==> src/rtl/rsa_host_if.sv <==
// Host-side bridge to the RSA core stream interface: a plaintext FIFO feeds the
// i_valid/ack handshake and a credit-protected result FIFO collects o_valid/Mo.
module rsa_host_if #(
  parameter  int TX_DEPTH        = 8,
  parameter  int RX_DEPTH        = 8,
  parameter  int MAX_OUTSTANDING = 4,
  localparam int OW              = $clog2(MAX_OUTSTANDING + 1)
) (
  input  logic          clk,
  input  logic          rst_n,
  input  logic          clr,
  input  logic          in_valid,
  output logic          in_ready,
  input  logic [15:0]   in_data,
  output logic          rsa_i_valid,
  input  logic          rsa_ack,
  output logic [15:0]   rsa_Mi,
  input  logic          rsa_o_valid,
  input  logic [15:0]   rsa_Mo,
  output logic          out_valid,
  input  logic          out_ready,
  output logic [15:0]   out_data,
  output logic [OW-1:0] outstanding,
  output logic [15:0]   sent_cnt,
  output logic [15:0]   recv_cnt,
  output logic          err
);
  localparam int TPW = $clog2(TX_DEPTH);
  localparam int RPW = $clog2(RX_DEPTH);
  localparam int TCW = TPW + 1;
  localparam int RCW = RPW + 1;

  typedef enum logic [0:0] {IDLE = 1'b0, REQ = 1'b1} state_t;
  state_t state_r, state_next_s;

  logic [15:0]   tx_mem_r [TX_DEPTH];
  logic [15:0]   rx_mem_r [RX_DEPTH];
  logic [TPW:0]  tx_wr_r, tx_rd_r;
  logic [RPW:0]  rx_wr_r, rx_rd_r;
  logic [RPW:0]  rx_count_s, rx_count_next_s;
  logic [OW-1:0] outstanding_next_s;
  logic          tx_empty_s, tx_full_s, rx_empty_s, rx_full_s;
  logic          tx_push_s, out_pop_s, rx_push_s, transfer_s, out_dec_s;
  logic          load_s, credit_now_s, credit_next_s, err_event_s;

  // Pointers carry one wrap bit so full and empty are distinguishable.
  assign tx_empty_s = (tx_wr_r == tx_rd_r);
  assign tx_full_s  = (tx_wr_r[TPW] != tx_rd_r[TPW]) && (tx_wr_r[TPW-1:0] == tx_rd_r[TPW-1:0]);
  assign rx_empty_s = (rx_wr_r == rx_rd_r);
  assign rx_full_s  = (rx_wr_r[RPW] != rx_rd_r[RPW]) && (rx_wr_r[RPW-1:0] == rx_rd_r[RPW-1:0]);

  assign in_ready   = !tx_full_s;
  assign tx_push_s  = in_valid && !tx_full_s;
  assign out_valid  = !rx_empty_s;
  assign out_data   = rx_mem_r[rx_rd_r[RPW-1:0]];
  assign out_pop_s  = !rx_empty_s && out_ready;
  assign transfer_s = rsa_i_valid && rsa_ack;

  // A full result FIFO still accepts a word when the sink frees a slot that cycle.
  assign rx_push_s   = rsa_o_valid && (!rx_full_s || out_pop_s);
  assign out_dec_s   = rsa_o_valid && (outstanding != '0);
  assign err_event_s = rsa_o_valid && ((outstanding == '0) || (rx_full_s && !out_pop_s));

  assign rx_count_s         = rx_wr_r - rx_rd_r;
  assign rx_count_next_s    = rx_count_s + RCW'(rx_push_s) - RCW'(out_pop_s);
  assign outstanding_next_s = outstanding + OW'(transfer_s) - OW'(out_dec_s);

  assign credit_now_s  = ((32'(rx_count_s) + 32'(outstanding)) < 32'(RX_DEPTH)) &&
                         (32'(outstanding) < 32'(MAX_OUTSTANDING));
  assign credit_next_s = ((32'(rx_count_next_s) + 32'(outstanding_next_s)) < 32'(RX_DEPTH)) &&
                         (32'(outstanding_next_s) < 32'(MAX_OUTSTANDING));

  // Next-state and TX-head load decision; chaining in REQ uses post-transfer counts.
  always_comb begin
    state_next_s = state_r;
    load_s       = 1'b0;
    case (state_r)
      IDLE: begin
        if (!tx_empty_s && credit_now_s) begin
          state_next_s = REQ;
          load_s       = 1'b1;
        end else begin
          state_next_s = IDLE;
        end
      end
      REQ: begin
        if (transfer_s) begin
          if (!tx_empty_s && credit_next_s) begin
            state_next_s = REQ;
            load_s       = 1'b1;
          end else begin
            state_next_s = IDLE;
          end
        end else begin
          state_next_s = REQ;
        end
      end
      default: begin
        state_next_s = IDLE;
        load_s       = 1'b0;
      end
    endcase
  end

  // FSM state and the registered request outputs to the core.
  always_ff @(posedge clk or negedge rst_n) begin
    if (!rst_n) begin
      state_r     <= IDLE;
      rsa_i_valid <= 1'b0;
      rsa_Mi      <= 16'h0000;
    end else if (clr) begin
      state_r     <= IDLE;
      rsa_i_valid <= 1'b0;
      rsa_Mi      <= 16'h0000;
    end else begin
      state_r     <= state_next_s;
      rsa_i_valid <= (state_next_s == REQ);
      if (load_s) begin
        rsa_Mi <= tx_mem_r[tx_rd_r[TPW-1:0]];
      end
    end
  end

  // FIFO pointers, in-flight count, statistics and sticky error.
  always_ff @(posedge clk or negedge rst_n) begin
    if (!rst_n) begin
      tx_wr_r     <= '0;
      tx_rd_r     <= '0;
      rx_wr_r     <= '0;
      rx_rd_r     <= '0;
      outstanding <= '0;
      sent_cnt    <= 16'h0000;
      recv_cnt    <= 16'h0000;
      err         <= 1'b0;
    end else if (clr) begin
      tx_wr_r     <= '0;
      tx_rd_r     <= '0;
      rx_wr_r     <= '0;
      rx_rd_r     <= '0;
      outstanding <= '0;
      sent_cnt    <= 16'h0000;
      recv_cnt    <= 16'h0000;
      err         <= 1'b0;
    end else begin
      tx_wr_r     <= tx_wr_r + TCW'(tx_push_s);
      tx_rd_r     <= tx_rd_r + TCW'(load_s);
      rx_wr_r     <= rx_wr_r + RCW'(rx_push_s);
      rx_rd_r     <= rx_rd_r + RCW'(out_pop_s);
      outstanding <= outstanding_next_s;
      sent_cnt    <= sent_cnt + 16'(transfer_s);
      recv_cnt    <= recv_cnt + 16'(rsa_o_valid);
      err         <= err | err_event_s;
    end
  end

  // FIFO storage; contents need no reset because the pointers define validity.
  always_ff @(posedge clk) begin
    if (tx_push_s) begin
      tx_mem_r[tx_wr_r[TPW-1:0]] <= in_data;
    end
    if (rx_push_s) begin
      rx_mem_r[rx_wr_r[RPW-1:0]] <= rsa_Mo;
    end
  end

endmodule

==> config.mk <==
export PLATFORM = sky130hd
export DESIGN_NAME = rsa_host_if
export DESIGN_NICKNAME = d
export VERILOG_FILES = /design/src/rtl/rsa_host_if.sv
export SDC_FILE = /design/constraint.sdc
export NUM_CORES = 1
export LEC_CHECK = 0
export CORE_MARGIN = 3
export CORE_UTILIZATION = 50
export CTS_CLUSTER_SIZE = 8
export DETAILED_ROUTE_END_ITERATION = 12
export PLACE_DENSITY = 0.66
export SLEW_MARGIN = 5
export SYNTH_ARGS = -nofsm -noshare
export SYNTH_HDL_FRONTEND = slang
export SYNTH_SLANG_ARGS = --single-unit
==> constraint.sdc <==
create_clock -name clk -period 9.4 [get_ports clk]
set_clock_uncertainty 0.05 [all_clocks]
set_input_delay 2.82 -clock clk [delete_from_list [all_inputs] [get_ports clk]]
set_output_delay 2.82 -clock clk [all_outputs]
set_load 0.05 [all_outputs]
Word level (Yosys, flattened, before mapping). Memories as Yosys holds them, arrays and structs flattened. Index checks and enable logic that the tools add are counted.

Reduce and logical (&&, ||, !) cells: 23. Order comparisons: 4. Add/subtract/negate cells: 13. Eq/ne operators: 6. Bitwise gates (word level): 2. Mux-type cells: 21.

Operator list (count): two-way mux 16 bit (4); adder 16 x 1 -> 16 bit (2); adder 4 x 1 -> 4 bit (5); two-way mux 4 bit (4); logical AND 1 bit (13); adder 4 x 3 -> 5 bit (2); less-than comparator 5 x 4 -> 1 bit (second input constant) (2); two-way mux 1 bit (10); equality test 4 bit (2); equality test 3 bit (2); less-than comparator 3 bit (second input constant) (2); zero test 1 bit (5); case mux 1 bit (2 select lines) (2); subtractor 4 x 1 -> 4 bit (1); subtractor 4 bit (1); adder 3 x 1 -> 3 bit (1); zero test 3 bit (1); two-way mux 3 bit (1); nonzero test 3 bit (1); subtractor 3 x 1 -> 3 bit (1); logical OR 1 bit (2); != test 1 bit (2); nonzero test 2 bit (1); inverter 1 bit (1); OR 1 bit (1).

Memory bits (writable): 256. Memories kept: 2. Flip-flop bits (word level): 69. Bits of input ports: 39. Word-level logic and storage cells: 81.

Memory list: rx_mem_r (depth 8, bits a word 16, rd ports 1, clocked after memory_dff 0, wr ports 1, RTL line 37) `logic [15:0] rx_mem_r [RX_DEPTH];`; tx_mem_r (depth 8, bits a word 16, rd ports 1, clocked after memory_dff 0, wr ports 1, RTL line 36) `logic [15:0] tx_mem_r [TX_DEPTH];`.

Longest topological paths before layout. Gate-level depths: netlist of the first run.

Depth in word-level cells: 16. Gate-level depth with buffers: 22. Mapped depth without buffers: 19.

Worst setup path before layout of the first run. OpenSTA, ideal clock, no wires.

Path type: input -> register. Start: input out_ready. End: register tx_rd_r[1]. Cell stages on the path: 16. Data arrival time: 5.684 ns. Buffers on the path: 1. Setup slack: 3.534 ns. Path through: nor3b_1 nand2b_1 ha_1 inv_1 ha_1 fa_1 ha_1 a31oi_1 nor2b_1 nor3_2 a31oi_4 buf_6 inv_1 ha_1 ha_1 nor2b_1.

Word-level cells in the longest chain between the ends: 14.

RTL lines: start: declaration (RTL line 21) `input logic out_ready,`; logical AND 1 bit * (RTL line 56) `assign out_pop_s = !rx_empty_s && out_ready;`; logical OR 1 bit (RTL line 60) `assign rx_push_s = rsa_o_valid && (!rx_full_s || out_pop_s);`; logical AND 1 bit (RTL line 60); adder 4 x 1 -> 4 bit (RTL line 65) `assign rx_count_next_s = rx_count_s + RCW'(rx_push_s) - RCW'(out_pop_s);`; subtractor 4 x 1 -> 4 bit * (RTL line 65); adder 4 x 3 -> 5 bit * (RTL line 70) `assign credit_next_s = ((32'(rx_count_next_s) + 32'(outstanding_next_s)) < 32'(RX_DEPTH)) &&`; less-than comparator 5 x 4 -> 1 bit * (RTL line 70); logical AND 1 bit * (RTL line 70); logical AND 1 bit * (RTL line 88) `if (!tx_empty_s && credit_next_s) begin`; two-way mux 1 bit * (RTL line 88); two-way mux 1 bit * (RTL line 87) `if (transfer_s) begin`; case mux 1 bit (2 select lines) * (RTL line 77) `case (state_r)`; adder 4 x 1 -> 4 bit * (RTL line 146) `tx_rd_r <= tx_rd_r + TCW'(load_s);`; two-way mux 4 bit * (RTL line 135) `end else if (clr) begin`; end signal: assignment (RTL line 146); end: declaration (RTL line 38) `logic [TPW:0] tx_wr_r, tx_rd_r;`.

Mark *: on every way between the ends. The rest lies on a longest branch, timed or not. A chain may end at the register's enable or synchronous reset.

Worst setup path after layout of the first run.
Start: register rx_rd_r[2]. End: output out_valid.

Word-level cells in the longest chain between the ends: 2.

RTL lines: start: declaration (RTL line 39) `logic [RPW:0] rx_wr_r, rx_rd_r;`; start signal: assignment (RTL line 148) `rx_rd_r <= rx_rd_r + RCW'(out_pop_s);`; equality test 4 bit (RTL line 49) `assign rx_empty_s = (rx_wr_r == rx_rd_r);`; zero test 1 bit (RTL line 54) `assign out_valid = !rx_empty_s;`; end: declaration (RTL line 20) `output logic out_valid,`.

Every way passes these cells.

==> results.py, run 1 <==
metrics = {
    "timing": {
        "rsz0062_at_grt": "false",
        "worst_slack_ns": 2.57,
        "tns_ns": 0,
        "worstMarginPinSlew_ns": 1.21,
        "holdWs_ns": 0.497,
        "final.period_utilization": 0.727,
        "fmax_mhz": 146,
        "min_period_ns": 6.83,
        "slew_headroom": 0.196,
        "setup_violations": 0,
        "finalMaxSlewViolations": 0,
        "hold_viol": 0,
    },
    "clock_tree": {
        "clock-sinks": 325,
        "hold_buffers": 0,
        "clk_latency_ns": 0.52,
        "htree_levels": 2,
        "clockRootBuffer": "clkbuf_16",
        "path_clk_slew_ns": 0.05,
        "clockBufferDepth": 3,
        "post_cts_buffers": 0,
        "cts_resized": 0,
        "cts_tree": "done",
        "cts_made_buffers": 46,
    },
    "critical_path": {
        "crit_arrival_ns": 3.96,
        "critical-path-top-delay-family": "buffers and inverters",
        "critPathKind": "reg2out",
        "regToRegSetupSlack_ns": 3.23,
        "reg2reg_from": "rx_rd_r[2]",
        "critPathBufInv": 2,
        "ff2ff_path_depth": 19,
        "required_ns": 6.53,
        "critical_path_cell_count": 5,
        "cp_slowest_cell": "dfrtp_1",
        "end_kind": "primary output",
        "cp_cell_sequence": "clkinv_1, ha_1, nand3_1, or2_2, clkdlybuf4s50_1",
        "worst_setup_path_start_kind": "flip-flop",
        "reg2reg_to": "tx_rd_r[2]",
        "worst_path_largest_cell_delay_ns": 0.85,
        "crit_fanout": 19,
    },
    "final_layout": {
        "fin_nets": 981,
        "fill_cells": 1872,
        "layout_common_cells": "edfxtp_1 (256), clkdlybuf4s50_1 (107), dfrtp_1 (67), mux4_2 (64), nand2_1 (63)",
        "areaGrowthSynthToFinish_pct": 20.8,
        "mostFrequentLayoutCell": "edfxtp_1",
        "utilization": 0.616,
        "final_area_um2": 16200,
        "layout-drive-gt1-share": 0.172,
        "multi_input_area_um2": 3830,
        "seq_area_um2": 9420,
        "antenna_cells": 0,
    },
    "synthesis": {
        "synthFlopType": "edfxtp_1",
        "avgSynthCellArea_um2": 17.1,
        "ys_top_cells_by_area": "edfxtp_1 (57%), dfrtp_1 (13%), mux4_2 (11%)",
        "synth_top_family_by_area": "multiplexers",
        "yosysTopAreaCellShare": 0.575,
        "synth-edff-count": 256,
        "synthAdderAreaFrac": 0.0279,
        "synth_compound_gate_area_share": 0.0122,
        "syn_nets": 850,
        "syn_area_um2": 13400,
        "yosys.area_share.xor_xnor": 0.0260,
        "synth_mux_area_frac": 0.136,
        "ys_warn_count": 0,
        "yosys_register_bits": 325,
        "synth-simple-area-share": 0.0787,
        "syn_inst": 783,
        "async_flop_share": 0.212,
        "ys_types": 45,
        "synth_area_leader_cell": "edfxtp_1",
        "ys_seq_area_frac": 0.704,
    },
    "hold_path": {
        "hold_end": "err",
        "whs_path_depth": 2,
        "hold_path_startpoint": "err",
        "hold_class": "reg2reg",
    },
    "power": {
        "power.leakage_uw": 0.00571,
        "p_per_area_nw_per_um2": 251,
        "ir_drop_uv": 242,
    },
    "routing": {
        "wl_per_cell_um": 21.2,
        "ant_nets": 0,
        "drc": 0,
        "routed_wl_um": 27000,
        "vias": 7082,
        "vias_per_cell": 5.57,
        "dr.first_iter.drc_count": 541,
        "dr.pass1.iters": 4,
    },
    "run_status": {
        "outcome": "finished clean",
    },
    "floorplanning": {
        "initial_core_util": 0.510,
        "die_y_um": 170,
        "ios": 110,
        "die-area_um2": 28800,
        "core_area_um2": 26200,
        "die_width_um": 170,
        "placementRows": 59,
    },
    "grt": {
        "grt_max_degree": 86,
        "grt_pass1_wl_um": 42500,
        "antenna_found_initial": 0,
        "grt_overflow_total": 0,
        "grt_pass1_vias": 7652,
        "track_usage": 0.191,
    },
    "placed_design": {
        "post-dp-hpwl_um": 15800,
        "placed_area_um2": 14900,
        "portBuffers": 109,
        "pre_cts_ws_ns": 2.47,
        "gp_congestion": 0.758,
    },
    "flow_run": {
        "cap_violations": 0,
    },
}
==> synth_stat cells, types with 2 or more instances <==
cell type    n
buf_1        4
fa_1         3
nand3_1     17
xor2_1      21
nand2b_1     6
inv_1       17
o21ai_0      7
mux2_2       7
ha_1        25
and3_1       4
nand2_1     63
a21oi_1     12
buf_2       10
edfxtp_1   256
xnor2_1     16
dfrtp_1     69
nand4_1      8
nor2b_1     32
nor3_1      10
and2_1       2
mux2i_1     16
mux2_4       9
mux4_2      64
nor2_1      59
clkbuf_1    18
or3_1        7
nor4_1       3
==> logic make-up after synthesis <==
logic type / count (synthesis)
xor+xnor: 38
mux: 96
compound gates: 26
simple gates: 219
buf+inv: 51
flops: 325
fa+ha+maj: 28
==> worst reg2reg max path, delay by kind of cell (launching register included) <==
family	cells	cell delay [ns]
adder cells (fa/ha/maj)	7	2.19
buffers and inverters	3	0.97
AND/OR/NAND/NOR	6	0.97
flip-flops	1	0.85
AO/OA/AOI/OAI	1	0.68
XOR/XNOR	2	0.31
==> layout make-up <==
class                   instances  area share
clock buffers                  68      0.0777
clock inverters                 3     0.00209
inverters                      18     0.00418
multi-input cells             407       0.237
flip-flops and latches        325       0.583
well taps                     335      0.0259
repair buffers                116      0.0703
==> power breakdown <==
part	total, uW	internal, uW	switching, uW
Combinational	892	382	510
Sequential	1700	1630	63.4
Clock	1470	910	559
Total	4060	2920	1130
==> routing by layer <==
metal	track usage	part of all wire	vias to the layer above
met5	0	0	-
met4	0.0530	0.021	0
met3	0.0352	0.047	46
met2	0.327	0.51	182
met1	0.255	0.42	3615
li1	-	-	3239
==> state kept, by name, summed over array words and instances, names as in the netlist <==
| register | flops |
|---|---|
| err | 1 |
| outstanding | 3 |
| recv_cnt | 16 |
| rsa_Mi | 16 |
| rx_mem_r | 128 |
| rx_rd_r | 4 |
| rx_wr_r | 4 |
| sent_cnt | 16 |
| state_r | 1 |
| tx_mem_r | 128 |
| tx_rd_r | 4 |
| tx_wr_r | 4 |
==> per-stage QoR <==
stage,instances,total power [uW]
2_1_floorplan,783,2350
3_3_place_gp,1201,2600
3_5_place_dp,1201,2620
4_1_cts,1272,4110
5_1_grt,1272,4230
6_report,1272,4060
==> how the worst max path moves through the flow <==
stage                      from  slack, ns    endpoint
global route         rx_rd_r[2]       2.32   out_valid
CTS                  rx_rd_r[2]       2.42   out_valid
detailed placement  rsa_o_valid       2.47  tx_rd_r[2]
finish               rx_rd_r[2]       2.57   out_valid
floorplan             out_ready       3.53  tx_rd_r[1]
global placement    rsa_o_valid       2.64  tx_rd_r[1]
(Power assumes the default switching activity.)
==> run 2, diff against run 1 <==
==> constraint.sdc (replaced) <==
create_clock -name clk -period 6.7 [get_ports clk]
set_clock_uncertainty 0.05 [all_clocks]
set_input_delay 2.01 -clock clk [delete_from_list [all_inputs] [get_ports clk]]
set_output_delay 2.01 -clock clk [all_outputs]
set_load 0.05 [all_outputs]
==> run 2 against run 1 <==
Clock power grew 44%. Cell count increased by 0.71%. Critical path depth unchanged. Wire length decreased by 0.20%. Die area is the same. Combinational power rose by 39%. Global-route usage decreased by 0.17 points. Sequential share of layout area fell by 0.23 points. Non-clock buffer count rose by 3. Core utilization increased by 0.25 points. Hold slack worse by 0.012 ns. First-iteration DRC count decreased by 15%. Largest power group unchanged.
==> results.py, run 2 (synthesis results as in run 1) <==
metrics = {
    "timing": {
        "worstMarginPinSlew_ns": 1.16,
        "fmax_mhz": 190,
        "worst_slack_ns": 1.43,
        "hold_viol": 0,
        "setup_violations": 0,
        "min_period_ns": 5.27,
        "finalMaxSlewViolations": 0,
        "rsz0062_at_grt": "false",
        "tns_ns": 0,
        "slew_headroom": 0.227,
        "final.period_utilization": 0.787,
    },
    "final_layout": {
        "fill_cells": 1884,
        "fin_nets": 984,
        "areaGrowthSynthToFinish_pct": 21.3,
        "mostFrequentLayoutCell": "edfxtp_1",
        "layout-drive-gt1-share": 0.172,
        "layout_common_cells": "edfxtp_1 (256), clkdlybuf4s50_1 (107), dfrtp_1 (67), mux4_2 (64), nand2_1 (63)",
        "antenna_cells": 0,
        "utilization": 0.619,
    },
    "critical_path": {
        "cp_slowest_cell": "dfrtp_2",
        "critPathBufInv": 2,
        "end_kind": "primary output",
        "cp_cell_sequence": "buf_4, mux4_2, nand2_1, nand2_1, clkdlybuf4s50_1",
        "critical-path-top-delay-family": "buffers and inverters",
        "ff2ff_path_depth": 18,
        "required_ns": 4.64,
        "reg2reg_from": "rx_rd_r[0]",
        "worst_setup_path_start_kind": "flip-flop",
        "crit_arrival_ns": 3.21,
        "cp-startpoint": "rx_rd_r[0]",
        "worst_path_largest_cell_delay_ns": 0.93,
        "critical_path_cell_count": 5,
        "critPathKind": "reg2out",
        "endpoint": "out_data[7]",
        "regToRegSetupSlack_ns": 2.16,
        "crit_fanout": 26,
        "reg2reg_to": "tx_rd_r[2]",
        "crit_top_cell": "nand2_1",
    },
    "floorplanning": {
        "initial_core_util": 0.510,
        "ios": 110,
        "die_y_um": 170,
        "die-area_um2": 28800,
        "die_width_um": 170,
        "placementRows": 59,
        "core_area_um2": 26200,
    },
    "clock_tree": {
        "clockRootBuffer": "clkbuf_16",
        "cts_tree": "done",
        "clock-sinks": 325,
        "hold_buffers": 0,
        "clockBufferDepth": 3,
        "cts_resized": 0,
        "htree_levels": 2,
        "cts_made_buffers": 46,
        "path_clk_slew_ns": 0.05,
        "clk_latency_ns": 0.54,
        "post_cts_buffers": 0,
    },
    "flow_run": {
        "cap_violations": 0,
    },
    "grt": {
        "grt_pass1_wl_um": 42000,
        "grt_max_degree": 70,
        "grt_overflow_total": 0,
        "grt_pass1_vias": 7515,
        "antenna_found_initial": 1,
        "track_usage": 0.190,
    },
    "placed_design": {
        "pre_cts_ws_ns": 1.17,
        "gp_congestion": 0.763,
        "portBuffers": 109,
        "post-dp-hpwl_um": 15700,
    },
    "power": {
        "seqPwrFrac": 0.416,
        "intPower_uw": 4120,
        "combPwrFrac": 0.217,
        "pwr-share-clk": 0.368,
        "swShare": 0.282,
        "ir_drop_uv": 340,
        "p_per_area_nw_per_um2": 354,
        "power.switching_uw": 1620,
        "power.leakage_uw": 0.00574,
    },
    "routing": {
        "drc": 0,
        "wl_per_cell_um": 21.0,
        "routed_wl_um": 26900,
        "dr.pass1.iters": 5,
        "vias_per_cell": 5.60,
        "dr.first_iter.drc_count": 459,
        "ant_nets": 0,
        "vias": 7172,
    },
    "hold_path": {
        "hold_class": "reg2reg",
    },
    "run_status": {
        "outcome": "finished clean",
    },
}
[run 2: how the worst min path moves through the flow]
stage                      start            to  slack [ns]  cells after the start
floorplan             rx_rd_r[3]    rx_rd_r[3]        0.47                      2
global placement             err           err        0.47                      2
detailed placement  sent_cnt[15]  sent_cnt[15]        0.48                      2
CTS                          err           err        0.49                      2
global route                 err           err        0.50                      2
finish                       err           err        0.48                      2
[run 2: layout make-up]
| type | count | area (um2) | share of cell area |
|---|---|---|---|
| clock buffers | 75 | 1280 | 0.0790 |
| clock inverters | 2 | 50.0 | 0.00309 |
| inverters | 18 | 67.6 | 0.00417 |
| multi-input cells | 407 | 3830 | 0.236 |
| flip-flops and latches | 325 | 9420 | 0.581 |
| well taps | 335 | 419 | 0.0258 |
| repair buffers | 119 | 1160 | 0.0714 |
[run 2: power by group through the flow]
stage	registers, uW	logic [uW]	clock network [uW]
detailed placement	2420	1260	0
CTS	2390	1260	2160
finish	2390	1240	2110
global placement	2420	1230	0
global route	2400	1340	2250
floorplan	2570	728	0
[run 2: through the flow]
| stage | area, um2 | hold WS [ns] | total power, uW | std cells |
|---|---|---|---|---|
| floorplan | 13400 | 0.473 | 3290 | 783 |
| global placement | 14900 | 0.474 | 3650 | 1204 |
| detailed placement | 14900 | 0.484 | 3680 | 1204 |
| CTS | 16200 | 0.494 | 5810 | 1281 |
| global route | 16200 | 0.505 | 5990 | 1281 |
| finish | 16200 | 0.485 | 5740 | 1281 |
[run 2: tightest hold or removal path, delay by kind of cell, from the launching register on]
family                 cells  cell delay, ns
buffers and inverters      1            0.06
AO/OA/AOI/OAI              1            0.05
flip-flops                 1            0.39
[run 2: layer usage]
| layer | track usage | vias to the layer above | share of wire |
|---|---|---|---|
| li1 | - | 3235 | - |
| met1 | 0.250 | 3700 | 0.42 |
| met2 | 0.326 | 190 | 0.51 |
| met3 | 0.0368 | 45 | 0.046 |
| met4 | 0.0541 | 2 | 0.021 |
| met5 | 0 | - | 0.00048 |
==> run 3, diff against run 2 <==
--- a/config.mk
+++ b/config.mk
@@ -9,7 +9,7 @@
 export CORE_UTILIZATION = 50
 export CTS_CLUSTER_SIZE = 8
 export DETAILED_ROUTE_END_ITERATION = 12
-export PLACE_DENSITY = 0.66
+export PLACE_DENSITY = 0.69
 export SLEW_MARGIN = 5
 export SYNTH_ARGS = -nofsm -noshare
 export SYNTH_HDL_FRONTEND = slang
==> constraint.sdc (replaced) <==
create_clock -name clk -period 4.7 [get_ports clk]
set_clock_uncertainty 0.05 [all_clocks]
set_input_delay 1.41 -clock clk [delete_from_list [all_inputs] [get_ports clk]]
set_output_delay 1.41 -clock clk [all_outputs]
set_load 0.05 [all_outputs]
==> run 3 against run 2 <==
First-iteration DRC count increased by 13%. Cell count increased by 1.3%. Largest cell class unchanged. Sequential power is 41% higher. Combinational power rose by 48%. Sequential cell count unchanged. Sequential share of layout area shrank 0.24 points. Wire length is 1.7% lower. Register-to-register slack got worse by 1.6 ns. Global-route usage grew 0.16 points. Hold slack lost 0.021 ns. Count of clock-buffer cells in the layout down 5. Setup slack lost 1.1 ns.
==> results.py, run 3 (synthesis results as in run 1) <==
metrics = {
    "power": {
        "p_per_area_nw_per_um2": 499,
        "p_total_uw": 8130,
        "pwr-share-clk": 0.360,
        "swShare": 0.276,
        "power.switching_uw": 2240,
        "power.leakage_uw": 0.00585,
        "ir_drop_uv": 399,
        "intPower_uw": 5880,
        "combPwrFrac": 0.225,
        "seqPwrFrac": 0.415,
    },
    "grt": {
        "antenna_found_initial": 0,
        "grt_overflow_total": 0,
        "grt_max_degree": 70,
        "track_usage": 0.191,
        "grt_pass1_wl_um": 42600,
        "grt_pass1_vias": 7597,
    },
    "critical_path": {
        "crit_top_cell": "nand2_1",
        "crit_fanout": 33,
        "regToRegSetupSlack_ns": 0.53,
        "cp_slowest_cell": "clkdlybuf4s50_1",
        "required_ns": 3.24,
        "crit_arrival_ns": 2.88,
        "critPathKind": "reg2out",
        "ff2ff_path_depth": 17,
        "cp_cell_sequence": "buf_4, mux4_2, nand2_1, nand2_1, clkdlybuf4s50_1",
        "worst_path_largest_cell_delay_ns": 0.72,
        "end_kind": "primary output",
        "worst_setup_path_start_kind": "flip-flop",
        "reg2reg_from": "rx_wr_r[2]",
        "reg2reg_to": "tx_rd_r[1]",
    },
    "floorplanning": {
        "placementRows": 59,
        "die_y_um": 170,
        "die_width_um": 170,
        "core_area_um2": 26200,
        "ios": 110,
        "die-area_um2": 28800,
        "initial_core_util": 0.510,
    },
    "final_layout": {
        "layout-drive-gt1-share": 0.182,
        "mostFrequentLayoutCell": "edfxtp_1",
        "layout_common_cells": "edfxtp_1 (256), clkdlybuf4s50_1 (106), dfrtp_1 (67), mux4_2 (64), nand2_1 (63)",
        "antenna_cells": 0,
        "utilization": 0.621,
        "areaGrowthSynthToFinish_pct": 21.8,
        "fin_nets": 1007,
    },
    "timing": {
        "slew_headroom": 0.386,
        "setup_violations": 0,
        "final.period_utilization": 0.923,
        "min_period_ns": 4.34,
        "tns_ns": 0,
        "fmax_mhz": 230,
        "finalMaxSlewViolations": 0,
        "hold_viol": 0,
        "worstMarginPinSlew_ns": 0.920,
        "rsz0062_at_grt": "false",
    },
    "routing": {
        "vias_per_cell": 5.50,
        "ant_nets": 0,
        "routed_wl_um": 26500,
        "drc": 0,
        "vias": 7140,
        "dr.pass1.iters": 5,
        "wl_per_cell_um": 20.4,
        "dr.first_iter.drc_count": 517,
    },
    "clock_tree": {
        "clockBufferDepth": 3,
        "hold_buffers": 0,
        "clk_latency_ns": 0.53,
        "htree_levels": 2,
        "cts_made_buffers": 46,
        "path_clk_slew_ns": 0.05,
        "clockRootBuffer": "clkbuf_16",
        "cts_tree": "done",
        "post_cts_buffers": 0,
        "clock-sinks": 325,
        "cts_resized": 0,
    },
    "placed_design": {
        "post-dp-hpwl_um": 15300,
        "gp_congestion": 0.807,
        "portBuffers": 109,
    },
    "hold_path": {
        "whs_path_depth": 2,
        "hold_path_startpoint": "err",
        "hold_end": "err",
        "hold_class": "reg2reg",
    },
    "flow_run": {
        "cap_violations": 0,
    },
    "run_status": {
        "outcome": "finished clean",
    },
}
==> run 3: routing by layer <==
metal / part of all wire / GRT usage
met5: 0 / 0
met4: 0.017 / 0.0473
met3: 0.050 / 0.0335
met2: 0.50 / 0.322
met1: 0.43 / 0.263
==> run 3: cell type report <==
cell class                 count  area (um2)
fill                        1888        9920
timing repair buffer         142        1330
sequential                   325        9420
clock buffer                  70        1270
inverter                      18        67.6
multi-input combinational    407        3770
clock inverter                 1        8.76
tap                          335         419
==> run 3: worst max-delay path by stage <==
| stage | start | to | slack, ns | cells after the start |
|---|---|---|---|---|
| finish | rx_rd_r[0] | out_data[13] | 0.36 | 5 |
| global route | out_ready | rsa_Mi[2] | 0.15 | 14 |
| CTS | rx_rd_r[0] | out_data[13] | 0.27 | 5 |
| detailed placement | out_ready | rsa_Mi[3] | -0.15 | 14 |
| global placement | rsa_o_valid | tx_rd_r[1] | -0.09 | 16 |
| floorplan | rx_rd_r[2] | tx_rd_r[1] | 0.05 | 21 |
==> run 3: through the flow <==
step	area (um2)	cells	hold WS, ns	setup slack (ns)
after floorplan	13400	783	0.473	0.0485
after global placement	15000	1227	0.458	-0.0945
after detailed placement	15000	1227	0.460	-0.146
after CTS	16300	1298	0.469	0.271
after global routing	16300	1298	0.478	0.151
final	16300	1298	0.464	0.362
==> run 3: power groups by stage <==
stage | combinational (uW) | clock (uW) | sequential, uW
after floorplan | 1040 | 0 | 3660
after global placement | 1820 | 0 | 3420
after detailed placement | 1850 | 0 | 3410
after CTS | 1860 | 3000 | 3370
after global routing | 1980 | 3130 | 3380
final | 1830 | 2930 | 3370
==> run 3: worst max-delay path, delay by kind of cell, from the launching register on <==
| family | cells | cell delay [ns] |
|---|---|---|
| mux | 1 | 0.58 |
| buf+inv | 2 | 1.24 |
| flops | 1 | 0.35 |
| simple gates | 2 | 0.16 |
